$ cat config.mk
export PLATFORM = sky130hd
export DESIGN_NAME = tspp_fetch_unit
export DESIGN_NICKNAME = d
export VERILOG_FILES = /design/src/rtl/tspp_fetch_unit.sv
export SDC_FILE = /design/constraint.sdc
export NUM_CORES = 1
export LEC_CHECK = 0
export ABC_AREA = 1
export BUFFER_PORTS_ARGS = -buffer_cell sky130_fd_sc_hd__buf_2
export CAP_MARGIN = 20
export CORE_AREA = 3 3 100 149
export DETAILED_ROUTE_END_ITERATION = 10
export DIE_AREA = 0 0 103 152
export GPL_ROUTABILITY_DRIVEN = 1
export PLACE_DENSITY = 0.84
export SLEW_MARGIN = 20
export SYNTH_ARGS = -nofsm -noshare
export SYNTH_HDL_FRONTEND = slang
export SYNTH_SLANG_ARGS = --single-unit
$ cat constraint.sdc
create_clock -name CLK -period 3.2 [get_ports CLK]
set_input_delay 0.32 -clock CLK [delete_from_list [all_inputs] [get_ports CLK]]
set_output_delay 0.32 -clock CLK [all_outputs]
set_load 0.05 [all_outputs]
$ cat src/rtl/tspp_fetch_unit.sv
// Instruction-fetch stage for the two-stage pipeline.
// Owns the PC, drives the instruction-memory request and fills the IF/EX latch.
// A redirect that arrives while memory is busy is parked in tgt_q. The old
// address is held until the access completes, and that access's data is thrown away.
//
//   state  | meaning
//   -------+-----------------------------------------------------------
//   RUN    | normal fetch, PC advances/redirects under hazard-unit control
//   DRAIN  | redirect pending, waiting for the in-flight access to finish
//   HALTED | fetch stopped, iren low; leaves only through reset
module tspp_fetch_unit #(
  parameter logic [31:0] RESET_PC  = 32'h0000_0200,
  parameter logic [31:0] NOP_INSTR = 32'h0000_0013
) (
  input  logic        CLK,
  input  logic        nRST,
  input  logic        pc_en,
  input  logic        npc_sel,
  input  logic        if_ex_stall,
  input  logic        if_ex_flush,
  input  logic        halt,
  input  logic [31:0] redirect_addr,
  input  logic        imem_busy,
  input  logic [31:0] imem_rdata,
  output logic        iren,
  output logic [31:0] iaddr,
  output logic        i_ram_busy,
  output logic        ifex_valid,
  output logic [31:0] ifex_instr,
  output logic [31:0] ifex_pc,
  output logic [31:0] ifex_pc4
);

  typedef enum logic [1:0] {
    RUN    = 2'd0,
    DRAIN  = 2'd1,
    HALTED = 2'd2
  } state_t;

  state_t      state_q;
  logic [31:0] pc_q;
  logic [31:0] tgt_q;
  logic        ifex_valid_q;
  logic [31:0] ifex_instr_q;
  logic [31:0] ifex_pc_q;
  logic [31:0] ifex_pc4_q;

  logic [31:0] pc_plus4_d;
  logic [31:0] redir_d;
  logic        take_redir_d;
  logic        load_ok_d;

  // Next-address helpers and the "this cycle's word is usable" qualifier.
  always_comb begin
    pc_plus4_d   = pc_q + 32'd4;
    redir_d      = {redirect_addr[31:2], 2'b00};
    take_redir_d = pc_en & npc_sel;
    load_ok_d    = (state_q == RUN) & ~imem_busy & ~halt;
  end

  assign iaddr      = pc_q;
  assign iren       = (state_q != HALTED);
  assign i_ram_busy = iren & imem_busy;

  assign ifex_valid = ifex_valid_q;
  assign ifex_instr = ifex_instr_q;
  assign ifex_pc    = ifex_pc_q;
  assign ifex_pc4   = ifex_pc4_q;

  // Fetch FSM: PC update, redirect parking and halt handling.
  always_ff @(posedge CLK) begin
    if (!nRST) begin
      state_q <= RUN;
      pc_q    <= RESET_PC;
      tgt_q   <= 32'd0;
    end else begin
      case (state_q)
        RUN: begin
          if (halt && !imem_busy) begin
            state_q <= HALTED;
          end else if (pc_en) begin
            if (!npc_sel) begin
              // An increment while busy is a hazard-unit protocol error; it still increments.
              pc_q <= pc_plus4_d;
            end else if (!imem_busy) begin
              pc_q <= redir_d;
            end else begin
              tgt_q   <= redir_d;
              state_q <= DRAIN;
            end
          end
        end
        DRAIN: begin
          if (take_redir_d) begin
            tgt_q <= redir_d;
          end
          if (!imem_busy) begin
            if (halt) begin
              state_q <= HALTED;
            end else begin
              // A redirect arriving on the completing cycle is the newest target.
              pc_q    <= take_redir_d ? redir_d : tgt_q;
              state_q <= RUN;
            end
          end
        end
        HALTED: begin
          state_q <= HALTED;
        end
        default: begin
          state_q <= RUN;
        end
      endcase
    end
  end

  // IF/EX latch: flush beats stall, stall holds, completed RUN fetch loads, else bubble.
  always_ff @(posedge CLK) begin
    if (!nRST) begin
      ifex_valid_q <= 1'b0;
      ifex_instr_q <= NOP_INSTR;
      ifex_pc_q    <= 32'd0;
      ifex_pc4_q   <= 32'd0;
    end else if (state_q == HALTED || if_ex_flush) begin
      ifex_valid_q <= 1'b0;
      ifex_instr_q <= NOP_INSTR;
    end else if (if_ex_stall) begin
      ifex_valid_q <= ifex_valid_q;
    end else if (load_ok_d) begin
      ifex_valid_q <= 1'b1;
      ifex_instr_q <= imem_rdata;
      ifex_pc_q    <= pc_q;
      ifex_pc4_q   <= pc_plus4_d;
    end else begin
      ifex_valid_q <= 1'b0;
      ifex_instr_q <= NOP_INSTR;
    end
  end

endmodule

# Word level (Yosys, flattened, before mapping)
# Cells that the tools add are included.
# totals
mem_bits_rw	0
ff_bits	163
output_inout_bits	131
romBits	0
n_memories	0
latch_bits	0
elab_cells	62
# classes
reduce_logical	10
mux	22
n_bitwise	9
addsub	1
multipliers	0
n_div	0
n_eq_ne	13
n_shift	0
order_cmp	0
# ops
operator	count
$mux W32	12
$pmux W32 S2	2
$add A32 B3 Y32 const B	1
$ne A2 B2 Y1 const B	7
$mux W2	6
$ne A3 B2 Y1 const B	3
$pmux W2 S3	1
$reduce_and A6 Y1	1
$not A1 Y1	5
$reduce_and A5 Y1	1
$and A1 B1 Y1	4
$reduce_and A4 Y1	1
$ne A3 B3 Y1 const B	1
$reduce_and A3 Y1	1
$eq A2 B1 Y1 const B	1
$eq A2 B2 Y1 const B	1
$logic_not A2 Y1	1
$reduce_bool A2 Y1	1
$reduce_or A2 Y1	1
$logic_and A1 B1 Y1	1
$logic_not A1 Y1	1
$logic_or A1 B1 Y1	1
$mux W1	1

# Logic depth before layout (Yosys ltp)
# Gate-level depths: netlist of the first run.
# logic_depth
word_depth	5
depth_mapped	10

# Worst setup path before layout of the first run
# OpenSTA, ideal clock, no wires.
# synth_timing
kind	register -> register
from	register pc_q[3] (netlist: iaddr[3])
to	register ifex_pc4_q[22] (netlist: ifex_pc4[22])
period_less_slack_ns	1.934
t_arrival_ns	1.817
stages_incl_launch_ff	11
slack_ns	1.266
n_path_buf	0
cell_sequence	dfxtp_1 ha_1 nand2_1 nor2_1 nand2_1 nor2_1 nand2_1 nand2_1 nand3_1 o211ai_1 inv_1
# synth_between
elab_chain_len	1
# synth_lines
element	line_no	rtl
start, declared	41	logic [31:0] pc_q;
start signal, assigned	84	pc_q <= pc_plus4_d;
start signal, assigned	86	pc_q <= redir_d;
start signal, assigned	102	pc_q <= take_redir_d ? redir_d : tgt_q;
$add A32 B3 Y32	55	pc_plus4_d = pc_q + 32'd4;
end signal, assigned	133	ifex_pc4_q <= pc_plus4_d;
end, declared	46	logic [31:0] ifex_pc4_q;
# No other way between the ends.
# A chain may end at the register's enable or synchronous reset.

# Worst setup path after layout of the first run
# layout_timing
from	register pc_q[3] (netlist: iaddr[3])
to	register pc_q[22] (netlist: iaddr[22])
# layout_between
elab_chain_len	5
# layout_lines
element	line_no	rtl
$add A32 B3 Y32	55	
$mux W32	82	if (!npc_sel) begin
$mux W32	81	end else if (pc_en) begin
$mux W32	79	if (halt && !imem_busy) begin
$pmux W32 S2	77	case (state_q)
# No other way between the ends. The select of a mux whose other input is x is not followed.

==> results of run 1 <==
[stage by stage]
step	instances	cell area (um^2)
6_report	1419	9126
3_5_place_dp	1386	8459
3_3_place_gp	1386	8459
2_1_floorplan	1082	7487
4_1_cts	1417	9096
5_1_grt	1419	9126
[worst max path at each step]
| stage | start | endpoint |
|---|---|---|
| after floorplan | iaddr[3]$_SDFFE_PN0P_ | ifex_pc4[22]$_SDFFE_PN0P_ |
| after global placement | iaddr[3]$_SDFFE_PN0P_ | iaddr[22]$_SDFFE_PN0P_ |
| after detailed placement | iaddr[3]$_SDFFE_PN0P_ | iaddr[22]$_SDFFE_PN0P_ |
| after CTS | iaddr[3]$_SDFFE_PN0P_ | iaddr[22]$_SDFFE_PN0P_ |
| after global routing | iaddr[3]$_SDFFE_PN0P_ | iaddr[22]$_SDFFE_PN0P_ |
| final | iaddr[3]$_SDFFE_PN0P_ | iaddr[22]$_SDFFE_PN0P_ |
[flip-flops by register name (all words and copies together), names as in the netlist]
register	flops
ifex_valid	1
ifex_instr	32
ifex_pc4	30
state_q	2
iaddr	32
tgt_q	32
ifex_pc	32
[synth_stat cells, drive strengths merged]
cell type | count | area share
o21ai | 158 | 0.11
nand2 | 176 | 0.089
xor2 | 7 | 0.0082
nor2 | 145 | 0.075
buf | 31 | 0.026
nand3 | 56 | 0.038
inv | 89 | 0.045
xnor2 | 1 | 0.0012
o211ai | 19 | 0.019
o22ai | 4 | 0.0033
o31ai | 1 | 0.0028
a211oi | 2 | 0.0020
ha | 1 | 0.0017
nor3 | 1 | 0.00067
or2 | 2 | 0.0017
o21a | 7 | 0.0070
a21oi | 178 | 0.12
clkbuf | 40 | 0.020
nand4 | 2 | 0.0037
dfxtp | 161 | 0.43
a31oi | 1 | 0.00084
[metal layers]
metal / share of wire / vias to the layer above
li1: - / 3922
met1: 0.38 / 3657
met5: 0 / -
met2: 0.48 / 425
met3: 0.087 / 78
met4: 0.054 / 0
[tightest hold or removal path: cells and delay by family]
family	cells	cell delay (ps)
buf+inv	1	70
simple gates	1	50
compound gates	1	60
[area by class of cell]
cell class                      count  area, um^2
Antenna cell                        1       2.502
Clock buffer                       18       429.2
Clock inverter                     13       207.7
Fill cell                        1205        4537
Inverter                           89       334.1
Multi-Input combinational cell    761        3588
Sequential cell                   161        3223
Tap cell                          162       202.7
Timing Repair Buffer              214        1139
[power groups by stage]
stage               Clock [uW]  Combinational (uW)  Sequential [uW]
floorplan                    0                 651             2760
global placement             0                1390             2400
detailed placement           0                1410             2400
CTS                       2250                1420             2360
global route              2340                1550             2380
finish                    2240                1430             2370
[cells by family after synthesis]
family,Yosys count,synth area share
AO/OA/AOI/OAI,370,0.2602
buffers and inverters,160,0.09024
XOR/XNOR,8,0.009359
AND/OR/NAND/NOR,382,0.2081
flip-flops,161,0.4305
adder cells (fa/ha/maj),1,0.001671
==> metrics.json, run 1 <==
{
  "synth_fp_nets": {"value": 1155},
  "power.clock.fraction": {"value": 0.371},
  "hold_start": {"value": "imem_rdata[0]"},
  "fmax": {"value": 446.2, "unit": "MHz"},
  "result_of_the_run": {"value": "finished with violations"},
  "post_cts_buffers": {"value": 0},
  "period_minus_slack": {"value": 2241, "unit": "ps"},
  "worstRegToRegCells": {"value": 9},
  "die_h": {"value": 152, "unit": "um"},
  "layout.core_utilization": {"value": 0.6679},
  "dpl_worst_slack": {"value": 996.1, "unit": "ps"},
  "worst_setup_path_end_kind": {"value": "register"},
  "r2r_setup_slack": {"value": 960, "unit": "ps"},
  "dp_hpwl": {"value": 16.69, "unit": "mm"},
  "power_leakage": {"value": 0.004171, "unit": "uW"},
  "worstPathMaxFanout": {"value": 5},
  "cts.repair.resized": {"value": 0},
  "holdWs": {"value": 118.4, "unit": "ps"},
  "tightestPinTransition": {"value": 1104, "unit": "ps"},
  "tritoncts": {"value": "built"},
  "cts_buffers": {"value": 17},
  "hold_buffers": {"value": 0},
  "cts.htree.levels": {"value": 4},
  "finalHoldViolations": {"value": 0},
  "detailedRoute.firstPassIterationCount": {"value": 11},
  "routed_wire_length_per_instance": {"value": 17.05, "unit": "um"},
  "hold_removal_path_class": {"value": "input pin to register"},
  "r2r-start": {"value": "iaddr[3]$_SDFFE_PN0P_"},
  "maximum_number_of_pins_on_one_net_before_global_route_repair": {"value": 122},
  "core_area": {"value": 13660, "unit": "um^2"},
  "globalRoute.busiestLayer": {"value": "met2"},
  "max_cap_violation_count": {"value": 0},
  "syn_area": {"value": 7487, "unit": "um^2"},
  "critical_path.startpoint_type": {"value": "register"},
  "r2r-end": {"value": "iaddr[22]$_SDFFE_PN0P_"},
  "timing.critical_path.required": {"value": 3560, "unit": "ps"},
  "drive_above_1_share": {"value": 0.2062},
  "worst_skew_pair.late_latency": {"value": 430, "unit": "ps"},
  "root_buffer": {"value": "sky130_fd_sc_hd__clkbuf_16"},
  "swShare": {"value": 0.3493},
  "drt-vias-per-instance": {"value": 5.696},
  "globalRouteMet2Util": {"value": 0.5032},
  "critPathTopFamily": {"value": "simple AND/OR/NAND/NOR gates"},
  "net-switching-power": {"value": 2110, "unit": "uW"},
  "overall_overflow_remaining_after_global_route": {"value": 0},
  "timing.setup.critical_path_class": {"value": "register to register"},
  "postSynthRegisterBits": {"value": 161},
  "netlist_instances": {"value": 1082},
  "totalNegativeSetupSlack": {"value": 0, "unit": "ps"},
  "design.final.nets": {"value": 1317},
  "die_area": {"value": 15660, "unit": "um^2"},
  "rsz0062_at_grt": {"value": "false"},
  "violations": {"value": "DRC"},
  "drt_iter0_markers": {"value": 654},
  "finalPower": {"value": 6041, "unit": "uW"},
  "report.final.setup_viol": {"value": 0},
  "timing.final.max_slew_violations": {"value": 0},
  "power_density": {"value": 661.9, "unit": "nW/um^2"},
  "critical_path.cell_chain": {"value": "ha_1 > nand2_1 > nor2_1 > nand2_1 > nor2_1 > nand3_1 > nand3_1 > nand2_1 > a21oi_1"},
  "p_seq_frac": {"value": 0.392},
  "timing.critical_path.slowest_stage_cell": {"value": "sky130_fd_sc_hd__nor2_1"},
  "final_ant_viol_nets": {"value": 0},
  "post_detailed_routing_wire_length": {"value": 24.19, "unit": "mm"},
  "worst-path-buf-inv": {"value": 0},
  "yosys_warnings": {"value": 0},
  "arrival": {"value": 2600, "unit": "ps"},
  "groute.layer.met1.usage": {"value": 0.3560},
  "first_global_vias": {"value": 7615},
  "share_comb_of_total_power": {"value": 0.236},
  "min_delay_path_depth": {"value": 3},
  "floorplan.io_pins": {"value": 203},
  "layout-area-overhead-vs-synth": {"value": 21.89, "unit": "%"},
  "synth.distinct_cells": {"value": 32},
  "grt_usage": {"value": 0.3043},
  "antenna_violations_before_repair": {"value": 1},
  "vias": {"value": 8082},
  "yosysSeqAreaShare": {"value": 0.4305},
  "gp_routability_congestion": {"value": 0.9295},
  "cell_type_with_the_highest_occurrence_count_on_the_critical_path": {"value": "sky130_fd_sc_hd__nand2_1"},
  "drcViolationCount": {"value": 1},
  "place.port_buffers": {"value": 200},
  "clock_path_buffers": {"value": 2},
  "cts.reportedPaths.clkPinSlew": {"value": 70, "unit": "ps"},
  "top_library_cells_by_usage_in_the_layout_fill_and_taps_aside": {"value": "sky130_fd_sc_hd__buf_2, sky130_fd_sc_hd__a21oi_1, sky130_fd_sc_hd__nand2_1"},
  "ir_worst_vdd": {"value": 0.0004008, "unit": "V"},
  "grt_use_met3": {"value": 0.07156},
  "worst_path_largest_cell_delay": {"value": 460, "unit": "ps"},
  "worst-path-stages": {"value": 9},
  "timing.hold.worst_endpoint": {"value": "ifex_instr[0]$_SDFFE_PP1N_"},
  "start_util": {"value": 0.5480},
  "post-route-worst-setup-slack": {"value": 958.9, "unit": "ps"},
  "relSlewSlack": {"value": 0.2637},
  "first_pass_grt_wire_length": {"value": 37.92, "unit": "mm"},
  "fp-row-count": {"value": 52},
  "internal_power": {"value": 3931, "unit": "uW"},
  "part_of_the_cycle_the_worst_path_needs": {"value": 0.7004},
  "clock_skew": {"value": 12.61, "unit": "ps"},
  "syn_area_per_cell": {"value": 6.920, "unit": "um^2"},
  "most_common_cell_after_layout_fill_and_taps_aside": {"value": "sky130_fd_sc_hd__buf_2"},
  "die_outline_width": {"value": 103, "unit": "um"},
  "clock-sinks": {"value": 161}
}
No activity file was read; power rests on OpenSTA's default activity.
==> run 2, diff against run 1 <==
--- a/config.mk
+++ b/config.mk
@@ -5,14 +5,14 @@
 export SDC_FILE = /design/constraint.sdc
 export NUM_CORES = 1
 export LEC_CHECK = 0
-export ABC_AREA = 1
+export ABC_AREA = 0
 export BUFFER_PORTS_ARGS = -buffer_cell sky130_fd_sc_hd__buf_2
 export CAP_MARGIN = 20
-export CORE_AREA = 3 3 100 149
+export CORE_AREA = 3 3 104 156
 export DETAILED_ROUTE_END_ITERATION = 10
-export DIE_AREA = 0 0 103 152
+export DIE_AREA = 0 0 107 159
 export GPL_ROUTABILITY_DRIVEN = 1
-export PLACE_DENSITY = 0.84
+export PLACE_DENSITY = 0.77
 export SLEW_MARGIN = 20
 export SYNTH_ARGS = -nofsm -noshare
 export SYNTH_HDL_FRONTEND = slang
==> constraint.sdc (replaced) <==
create_clock -name CLK -period 1.99 [get_ports CLK]
set_input_delay 0.199 -clock CLK [delete_from_list [all_inputs] [get_ports CLK]]
set_output_delay 0.199 -clock CLK [all_outputs]
set_load 0.05 [all_outputs]
==> metrics.json, run 2 <==
{
  "result_of_the_run": {"value": "complete, no violations"},
  "critical_path.startpoint_type": {"value": "register"},
  "worstRegToRegCells": {"value": 6, "change": "-3"},
  "cts_buffers": {"value": 17, "change": "unchanged"},
  "power_density": {"value": 838.9, "unit": "nW/um^2", "change": "+27%"},
  "place.port_buffers": {"value": 200, "change": "unchanged"},
  "max_cap_violation_count": {"value": 0, "change": "unchanged"},
  "totalNegativeSetupSlack": {"value": 0, "unit": "ps", "change": "unchanged"},
  "die_outline_width": {"value": 107, "unit": "um", "change": "+3.9%"},
  "cts.reportedPaths.clkPinSlew": {"value": 70, "unit": "ps", "change": "about the same"},
  "cts.htree.levels": {"value": 4, "change": "unchanged"},
  "routed_wire_length_per_instance": {"value": 17.19, "unit": "um", "change": "+0.83%"},
  "yosys_warnings": {"value": 0, "change": "unchanged"},
  "worstPathMaxFanout": {"value": 6, "change": "+1"},
  "synth-main-ff-cell": {"value": "sky130_fd_sc_hd__dfxtp_1"},
  "globalRouteMet2Util": {"value": 0.4329, "change": "-0.07030"},
  "synthSimpleGateAreaFrac": {"value": 0.1971, "change": "-0.01097"},
  "syn_area_per_cell": {"value": 8.070, "unit": "um^2", "change": "+17%"},
  "hold_start": {"value": "imem_rdata[19]"},
  "tritoncts": {"value": "built"},
  "synth.distinct_cells": {"value": 62, "change": "+94%"},
  "first_pass_grt_wire_length": {"value": 35.30, "unit": "mm", "change": "-6.9%"},
  "synthDominantCellAreaShare": {"value": 0.4628, "change": "+0.03233"},
  "synth_fp_nets": {"value": 936, "change": "-19%"},
  "power_leakage": {"value": 0.003747, "unit": "uW", "change": "-10%"},
  "worst_setup_path_end_kind": {"value": "register"},
  "floorplan.io_pins": {"value": 203, "change": "unchanged"},
  "most_common_cell_after_layout_fill_and_taps_aside": {"value": "sky130_fd_sc_hd__buf_2"},
  "post_detailed_routing_wire_length": {"value": 21.85, "unit": "mm", "change": "-9.7%"},
  "detailedRoute.firstPassIterationCount": {"value": 5, "change": "-6"},
  "hold_removal_path_class": {"value": "input pin to register"},
  "synth_top_area_cell": {"value": "sky130_fd_sc_hd__dfxtp_1"},
  "yosys-mux-area-fraction": {"value": 0.004671, "change": "+0.004671"},
  "yosys-top-cells-area": {"value": "sky130_fd_sc_hd__dfxtp_1, sky130_fd_sc_hd__a21oi_1, sky130_fd_sc_hd__nand2_1, sky130_fd_sc_hd__a22oi_1, sky130_fd_sc_hd__nor2_1"},
  "parity_gate_share_of_the_synthesized_area_counting_xor_and_xnor_cells": {"value": 0.03270, "change": "+0.02334"},
  "largest_family_of_logic_cells_by_synthesized_area": {"value": "compound AO/OA/AOI/OAI gates"},
  "rsz0062_at_grt": {"value": "false"},
  "core_area": {"value": 15070, "unit": "um^2", "change": "+10%"},
  "period_minus_slack": {"value": 1897, "unit": "ps", "change": "-344.3 ps"},
  "grt_usage": {"value": 0.2567, "change": "-0.04758"},
  "postSynthRegisterBits": {"value": 161, "change": "unchanged"},
  "setup.worst_path.end": {"value": "iaddr[12]$_SDFFE_PN0P_"},
  "worst-path-buf-inv": {"value": 1, "change": "+1"},
  "clock_skew": {"value": 8.535, "unit": "ps", "change": "-4.073 ps"},
  "overall_overflow_remaining_after_global_route": {"value": 0, "change": "unchanged"},
  "drt_iter0_markers": {"value": 471, "change": "-28%"},
  "die_area": {"value": 17010, "unit": "um^2", "change": "+8.7%"},
  "synth_fa_ha_area_frac": {"value": 0.001797, "change": "+0.0001255"},
  "relSlewSlack": {"value": 0.6399, "change": "+0.3762"},
  "maximum_number_of_pins_on_one_net_before_global_route_repair": {"value": 46, "change": "-62%"},
  "worst_skew_pair.late_latency": {"value": 420, "unit": "ps", "change": "about the same"},
  "drt-vias-per-instance": {"value": 5.688, "change": "-0.14%"},
  "timing.final.max_slew_violations": {"value": 0, "change": "unchanged"},
  "die_h": {"value": 159, "unit": "um", "change": "+4.6%"},
  "holdWs": {"value": 9.628, "unit": "ps", "change": "-108.8 ps"},
  "first_global_vias": {"value": 7016, "change": "-7.9%"},
  "async_flop_share": {"value": 0, "change": "unchanged"},
  "clock_path_buffers": {"value": 2, "change": "unchanged"},
  "fmax": {"value": 527.2, "unit": "MHz", "change": "+18%"},
  "antenna_violations_before_repair": {"value": 1, "change": "unchanged"},
  "synth_cell_count_leaders": {"value": "sky130_fd_sc_hd__dfxtp_1, sky130_fd_sc_hd__nand2_1, sky130_fd_sc_hd__a21oi_1"},
  "part_of_the_cycle_the_worst_path_needs": {"value": 0.9532, "change": "+0.2528"},
  "top_library_cells_by_usage_in_the_layout_fill_and_taps_aside": {"value": "sky130_fd_sc_hd__buf_2, sky130_fd_sc_hd__nand2_1, sky130_fd_sc_hd__dfxtp_1"},
  "grt_use_met3": {"value": 0.07546, "change": "+0.003897"},
  "design.final.nets": {"value": 1132, "change": "-14%"},
  "netlist_instances": {"value": 863, "change": "-20%"},
  "root_buffer": {"value": "sky130_fd_sc_hd__clkbuf_16"},
  "drive_above_1_share": {"value": 0.3013, "change": "+0.09510"},
  "worst-path-stages": {"value": 6, "change": "-3"},
  "critPathTopFamily": {"value": "compound AO/OA/AOI/OAI gates"},
  "synth_compound_area_frac": {"value": 0.2442, "change": "-0.01603"},
  "vias": {"value": 7229, "change": "-11%"},
  "r2r-start": {"value": "state_q[0]$_SDFFE_PN0P_"},
  "report.final.setup_viol": {"value": 0, "change": "unchanged"},
  "fp-row-count": {"value": 55, "change": "+5.8%"},
  "globalRoute.busiestLayer": {"value": "met2"},
  "timing.critical_path.slowest_stage_cell": {"value": "sky130_fd_sc_hd__dfxtp_1"},
  "post_cts_buffers": {"value": 0, "change": "unchanged"},
  "clock-sinks": {"value": 161, "change": "unchanged"},
  "final_ant_viol_nets": {"value": 0, "change": "unchanged"},
  "drcViolationCount": {"value": 0, "change": "-1"},
  "cp-startpoint": {"value": "state_q[0]$_SDFFE_PN0P_"},
  "critical_path.cell_chain": {"value": "buf_4 > nor2b_1 > nand2_1 > o22ai_1 > a41oi_1 > o221a_2"},
  "start_util": {"value": 0.4621, "change": "-0.08588"},
  "antenna-diode-count": {"value": 0, "change": "-1"},
  "yosysSeqAreaShare": {"value": 0.4628, "change": "+0.03233"},
  "syn_area": {"value": 6964, "unit": "um^2", "change": "-7.0%"},
  "yosysMostFrequentCell": {"value": "sky130_fd_sc_hd__dfxtp_1"},
  "layout-area-overhead-vs-synth": {"value": 30.94, "unit": "%"},
  "finalHoldViolations": {"value": 0, "change": "unchanged"},
  "groute.layer.met1.usage": {"value": 0.3019, "change": "-0.05412"},
  "timing.critical_path.required": {"value": 2300, "unit": "ps", "change": "-1260 ps"},
  "r2r-end": {"value": "iaddr[12]$_SDFFE_PN0P_"},
  "finalPower": {"value": 7650, "unit": "uW", "change": "+27%"},
  "ir_worst_vdd": {"value": 0.0005052, "unit": "V", "change": "+26%"},
  "tightestPinTransition": {"value": 540.1, "unit": "ps", "change": "-564.4 ps"},
  "gp_routability_congestion": {"value": 0.8869, "change": "-4.6%"},
  "post_synth_edffs": {"value": 0, "change": "unchanged"},
  "arrival": {"value": 2210, "unit": "ps", "change": "-390 ps"},
  "timing.setup.critical_path_class": {"value": "register to register"},
  "worst_path_largest_cell_delay": {"value": 420, "unit": "ps", "change": "-40 ps"},
  "r2r_setup_slack": {"value": 90, "unit": "ps", "change": "-870 ps"},
  "dp_hpwl": {"value": 15.66, "unit": "mm", "change": "-6.2%"}
}
run 2: per-stage QoR:
stage          setup slack [ps]  instance area (um^2)  utilization  cells
6_report                  93.19                  9119       0.6051   1271
5_1_grt                   5.072                  9119       0.6051   1271
4_1_cts                   83.61                  9105       0.6042   1271
3_5_place_dp              130.2                  8487       0.5631   1237
3_3_place_gp              185.2                  8487       0.5631   1237
2_1_floorplan             1.270                  7013            -    863
run 2: worst min-delay path by stage:
stage / cells after the start / end / slack [ps]
6_report: 3 / ifex_instr[19]$_SDFFE_PP0N_ / 10
5_1_grt: 3 / ifex_instr[19]$_SDFFE_PP0N_ / 4
4_1_cts: 3 / ifex_instr[31]$_SDFFE_PP0N_ / 3
3_5_place_dp: 3 / ifex_instr[19]$_SDFFE_PP0N_ / 440
3_3_place_gp: 3 / ifex_instr[2]$_SDFFE_PP0N_ / 430
2_1_floorplan: 2 / tgt_q[11]$_SDFFE_PN0P_ / 330
run 2: what timing repair did:
item                       in CTS  in global routing
gates resized for setup         0                  4
hold endpoints to repair        2                  0
setup endpoints to repair       0                  8
hold buffers                    2                  0
run 2: worst register-to-register path, cell delays in order (launching register included):
cell	delay, ps
sky130_fd_sc_hd__dfxtp_1	420
sky130_fd_sc_hd__buf_4	170
sky130_fd_sc_hd__nor2b_1	290
sky130_fd_sc_hd__nand2_1	240
sky130_fd_sc_hd__o22ai_1	320
sky130_fd_sc_hd__a41oi_1	80
sky130_fd_sc_hd__o221a_2	270
run 2: cells by family after synthesis:
kind of cell	after synthesis
adder cells (fa/ha/maj)	1
buffers and inverters	92
AO/OA/AOI/OAI	276
AND/OR/NAND/NOR	304
XOR/XNOR	26
multiplexers	3
flip-flops	161
run 2: report_power, final:
part	internal [uW]	leakage, uW	switching [uW]
clock	1960	0.000286	1350
combinational	305	0.00215	639
sequential	3310	0.00131	80.2
run 2: cell type report:
type                    instances  area (um^2)
inverters                      12        45.04
well taps                     199        249.0
clock inverters                11        126.4
repair buffers                257         1584
multi-input cells             610         3377
fillers                      1379         5952
flip-flops and latches        161         3266
clock buffers                  21        471.7
run 2: per-layer routing:
metal  part of all wire  wire length (um)  up-vias
met1               0.38              8330     3403
met4              0.043               947        2
met5            0.00032                 7        -
met2               0.49             10690      317
met3              0.086              1874       58
li1                   -                 -     3449
==> run 3, diff against run 2 <==
--- a/config.mk
+++ b/config.mk
@@ -5,14 +5,14 @@
 export SDC_FILE = /design/constraint.sdc
 export NUM_CORES = 1
 export LEC_CHECK = 0
-export ABC_AREA = 0
+export ABC_AREA = 1
 export BUFFER_PORTS_ARGS = -buffer_cell sky130_fd_sc_hd__buf_2
 export CAP_MARGIN = 20
-export CORE_AREA = 3 3 104 156
+export CORE_AREA = 3 3 117 164
 export DETAILED_ROUTE_END_ITERATION = 10
-export DIE_AREA = 0 0 107 159
+export DIE_AREA = 0 0 120 167
 export GPL_ROUTABILITY_DRIVEN = 1
-export PLACE_DENSITY = 0.77
+export PLACE_DENSITY = 0.7
 export SLEW_MARGIN = 20
 export SYNTH_ARGS = -nofsm -noshare
 export SYNTH_HDL_FRONTEND = slang
==> metrics.json, run 3 (synthesized netlist as in run 1, its figures left out) <==
{
  "result_of_the_run": {"value": "complete, no violations"},
  "critical_path.startpoint_type": {"value": "register"},
  "finalPower": {"value": 9478, "unit": "uW", "change": "+24%"},
  "dpl_worst_slack": {"value": 118.1, "unit": "ps", "change": "-12.14 ps"},
  "ir_worst_vdd": {"value": 0.0006115, "unit": "V", "change": "+21%"},
  "clock_path_buffers": {"value": 2, "change": "unchanged"},
  "dp_hpwl": {"value": 18.19, "unit": "mm", "change": "+16%"},
  "grt_usage": {"value": 0.2484, "change": "-0.008342"},
  "worst_skew_pair.late_latency": {"value": 430, "unit": "ps", "change": "about the same"},
  "cts.reportedPaths.clkPinSlew": {"value": 60, "unit": "ps", "change": "about the same"},
  "floorplan.io_pins": {"value": 203, "change": "unchanged"},
  "finish.instance_area": {"value": 9540, "unit": "um^2", "change": "+4.6%"},
  "cts_buffers": {"value": 17, "change": "unchanged"},
  "critical_path.cell_chain": {"value": "nand2_1 > nor2_2 > nand2_1 > nor2_4 > nand2_1 > nand2_1 > nand3_1 > nand2_1 > a21oi_1"},
  "maximum_number_of_pins_on_one_net_before_global_route_repair": {"value": 122, "change": "+170%"},
  "first_pass_grt_wire_length": {"value": 39.72, "unit": "mm", "change": "+13%"},
  "critPathTopFamily": {"value": "simple AND/OR/NAND/NOR gates"},
  "fmax": {"value": 538.7, "unit": "MHz", "change": "+2.2%"},
  "layout.filler_cells": {"value": 1797, "change": "+30%"},
  "design.final.nets": {"value": 1356, "change": "+20%"},
  "worstPathMaxFanout": {"value": 7, "change": "+1"},
  "place.port_buffers": {"value": 200, "change": "unchanged"},
  "totalNegativeSetupSlack": {"value": 0, "unit": "ps", "change": "unchanged"},
  "routed_wire_length_per_instance": {"value": 16.25, "unit": "um", "change": "-5.4%"},
  "post_detailed_routing_wire_length": {"value": 25.03, "unit": "mm", "change": "+15%"},
  "post_cts_buffers": {"value": 0, "change": "unchanged"},
  "drt_iter0_markers": {"value": 594, "change": "+26%"},
  "detailedRoute.firstPassIterationCount": {"value": 7, "change": "+2"},
  "start_util": {"value": 0.4177, "change": "-0.04440"},
  "finalHoldViolations": {"value": 0, "change": "unchanged"},
  "top_library_cells_by_usage_in_the_layout_fill_and_taps_aside": {"value": "sky130_fd_sc_hd__buf_2, sky130_fd_sc_hd__a21oi_1, sky130_fd_sc_hd__nand2_1"},
  "antenna_violations_before_repair": {"value": 4, "change": "+3"},
  "most_common_cell_after_layout_fill_and_taps_aside": {"value": "sky130_fd_sc_hd__buf_2"},
  "drcViolationCount": {"value": 0, "change": "unchanged"},
  "layout-area-overhead-vs-synth": {"value": 27.42, "unit": "%"},
  "layout.core_utilization": {"value": 0.5322, "change": "-0.07282"},
  "worst_path_largest_cell_delay": {"value": 460, "unit": "ps", "change": "+40 ps"},
  "arrival": {"value": 2180, "unit": "ps", "change": "-30 ps"},
  "timing.critical_path.slowest_stage_cell": {"value": "sky130_fd_sc_hd__dfxtp_1"},
  "timing.critical_path.required": {"value": 2310, "unit": "ps", "change": "about the same"},
  "fp-row-count": {"value": 58, "change": "+5.5%"},
  "r2r_setup_slack": {"value": 130, "unit": "ps", "change": "+40 ps"},
  "power_leakage": {"value": 0.004353, "unit": "uW", "change": "+16%"},
  "tightestPinTransition": {"value": 928.4, "unit": "ps", "change": "+388.3 ps"},
  "drive_above_1_share": {"value": 0.2276, "change": "-0.07368"},
  "rsz0062_at_grt": {"value": "true"},
  "tritoncts": {"value": "built"},
  "first_global_vias": {"value": 7706, "change": "+9.8%"},
  "power_density": {"value": 993.5, "unit": "nW/um^2", "change": "+18%"},
  "timing.final.max_slew_violations": {"value": 0, "change": "unchanged"},
  "root_buffer": {"value": "sky130_fd_sc_hd__clkbuf_16"},
  "relSlewSlack": {"value": 0.3804, "change": "-0.2595"},
  "worst_setup_path_end_kind": {"value": "register"},
  "die_h": {"value": 167, "unit": "um", "change": "+5.0%"},
  "hold_removal_path_class": {"value": "input pin to register"},
  "period_minus_slack": {"value": 1856, "unit": "ps", "change": "-40.34 ps"},
  "core_area": {"value": 17920, "unit": "um^2", "change": "+19%"},
  "post-route-worst-setup-slack": {"value": 133.5, "unit": "ps", "change": "+40.34 ps"},
  "overall_overflow_remaining_after_global_route": {"value": 0, "change": "unchanged"},
  "worst-path-buf-inv": {"value": 0, "change": "-1"},
  "clock_skew": {"value": 7.025, "unit": "ps", "change": "-1.509 ps"},
  "placed_cell_area": {"value": 8880, "unit": "um^2", "change": "+4.6%"},
  "die_outline_width": {"value": 120, "unit": "um", "change": "+12%"},
  "cts.htree.levels": {"value": 4, "change": "unchanged"},
  "max_cap_violation_count": {"value": 0, "change": "unchanged"},
  "cell_type_with_the_highest_occurrence_count_on_the_critical_path": {"value": "sky130_fd_sc_hd__nand2_1"},
  "die_area": {"value": 20040, "unit": "um^2", "change": "+18%"},
  "clock-sinks": {"value": 161, "change": "unchanged"},
  "report.final.setup_viol": {"value": 0, "change": "unchanged"},
  "final_ant_viol_nets": {"value": 0, "change": "unchanged"},
  "vias": {"value": 8141, "change": "+13%"},
  "part_of_the_cycle_the_worst_path_needs": {"value": 0.9329, "change": "-0.02027"},
  "gp_routability_congestion": {"value": 0.9518, "change": "+7.3%"},
  "timing.setup.critical_path_class": {"value": "register to register"},
  "drt-vias-per-instance": {"value": 5.286, "change": "-7.1%"}
}
run 3: final cells by class:
type | count | area [um^2] | share of cell area
sequential | 161 | 3223 | 0.3378
clock buffer | 20 | 466.7 | 0.04892
timing repair buffer | 253 | 1504 | 0.1576
tap | 240 | 300.3 | 0.03148
antenna | 4 | 10.01 | 0.001049
multi-input combinational | 761 | 3593 | 0.3767
inverter | 89 | 334.1 | 0.03502
clock inverter | 12 | 108.9 | 0.01141
run 3: worst paths after layout:
check / from / cells after the start / end
setup / recovery: iaddr[4]$_SDFFE_PN0P_ / 9 / iaddr[23]$_SDFFE_PN0P_
hold / removal: imem_rdata[8] / 3 / ifex_instr[8]$_SDFFE_PP0N_
setup reg to reg: iaddr[4]$_SDFFE_PN0P_ / 9 / iaddr[23]$_SDFFE_PN0P_
hold reg to reg: ifex_instr[2]$_SDFFE_PP0N_ / 2 / ifex_instr[2]$_SDFFE_PP0N_
run 3: stage by stage:
step,std cells,hold WS [ps]
4_1_cts,1536,3.888
2_1_floorplan,1082,328.4
5_1_grt,1540,13.64
6_report,1540,15.52
3_3_place_gp,1497,410.6
3_5_place_dp,1497,421.3
run 3: what timing repair did:
| item | 4_1_cts | 5_1_grt |
|---|---|---|
| endpoints found under the hold margin | 7 | 0 |
| endpoints found under the setup margin | 0 | 21 |
| resized for setup | 0 | 2 |
| hold buffers | 7 | 0 |
run 3: layer usage:
metal	share of wire	global-route usage	vias to the layer above
met5	0	0	-
met4	0.049	0.1466	0
met3	0.074	0.05978	71
met2	0.48	0.4026	355
met1	0.40	0.2971	3713
li1	-	-	4002
run 3: worst min-delay path, delay by kind of cell:
kind / cells / cell delay [ps]
AND/OR/NAND/NOR: 1 / 50
buffers and inverters: 1 / 90
AO/OA/AOI/OAI: 1 / 50
run 3: where the power goes:
group	total, uW	internal (uW)	switching (uW)
clock	3190	1820	1370
combinational	2530	716	1810
sequential	3760	3510	252
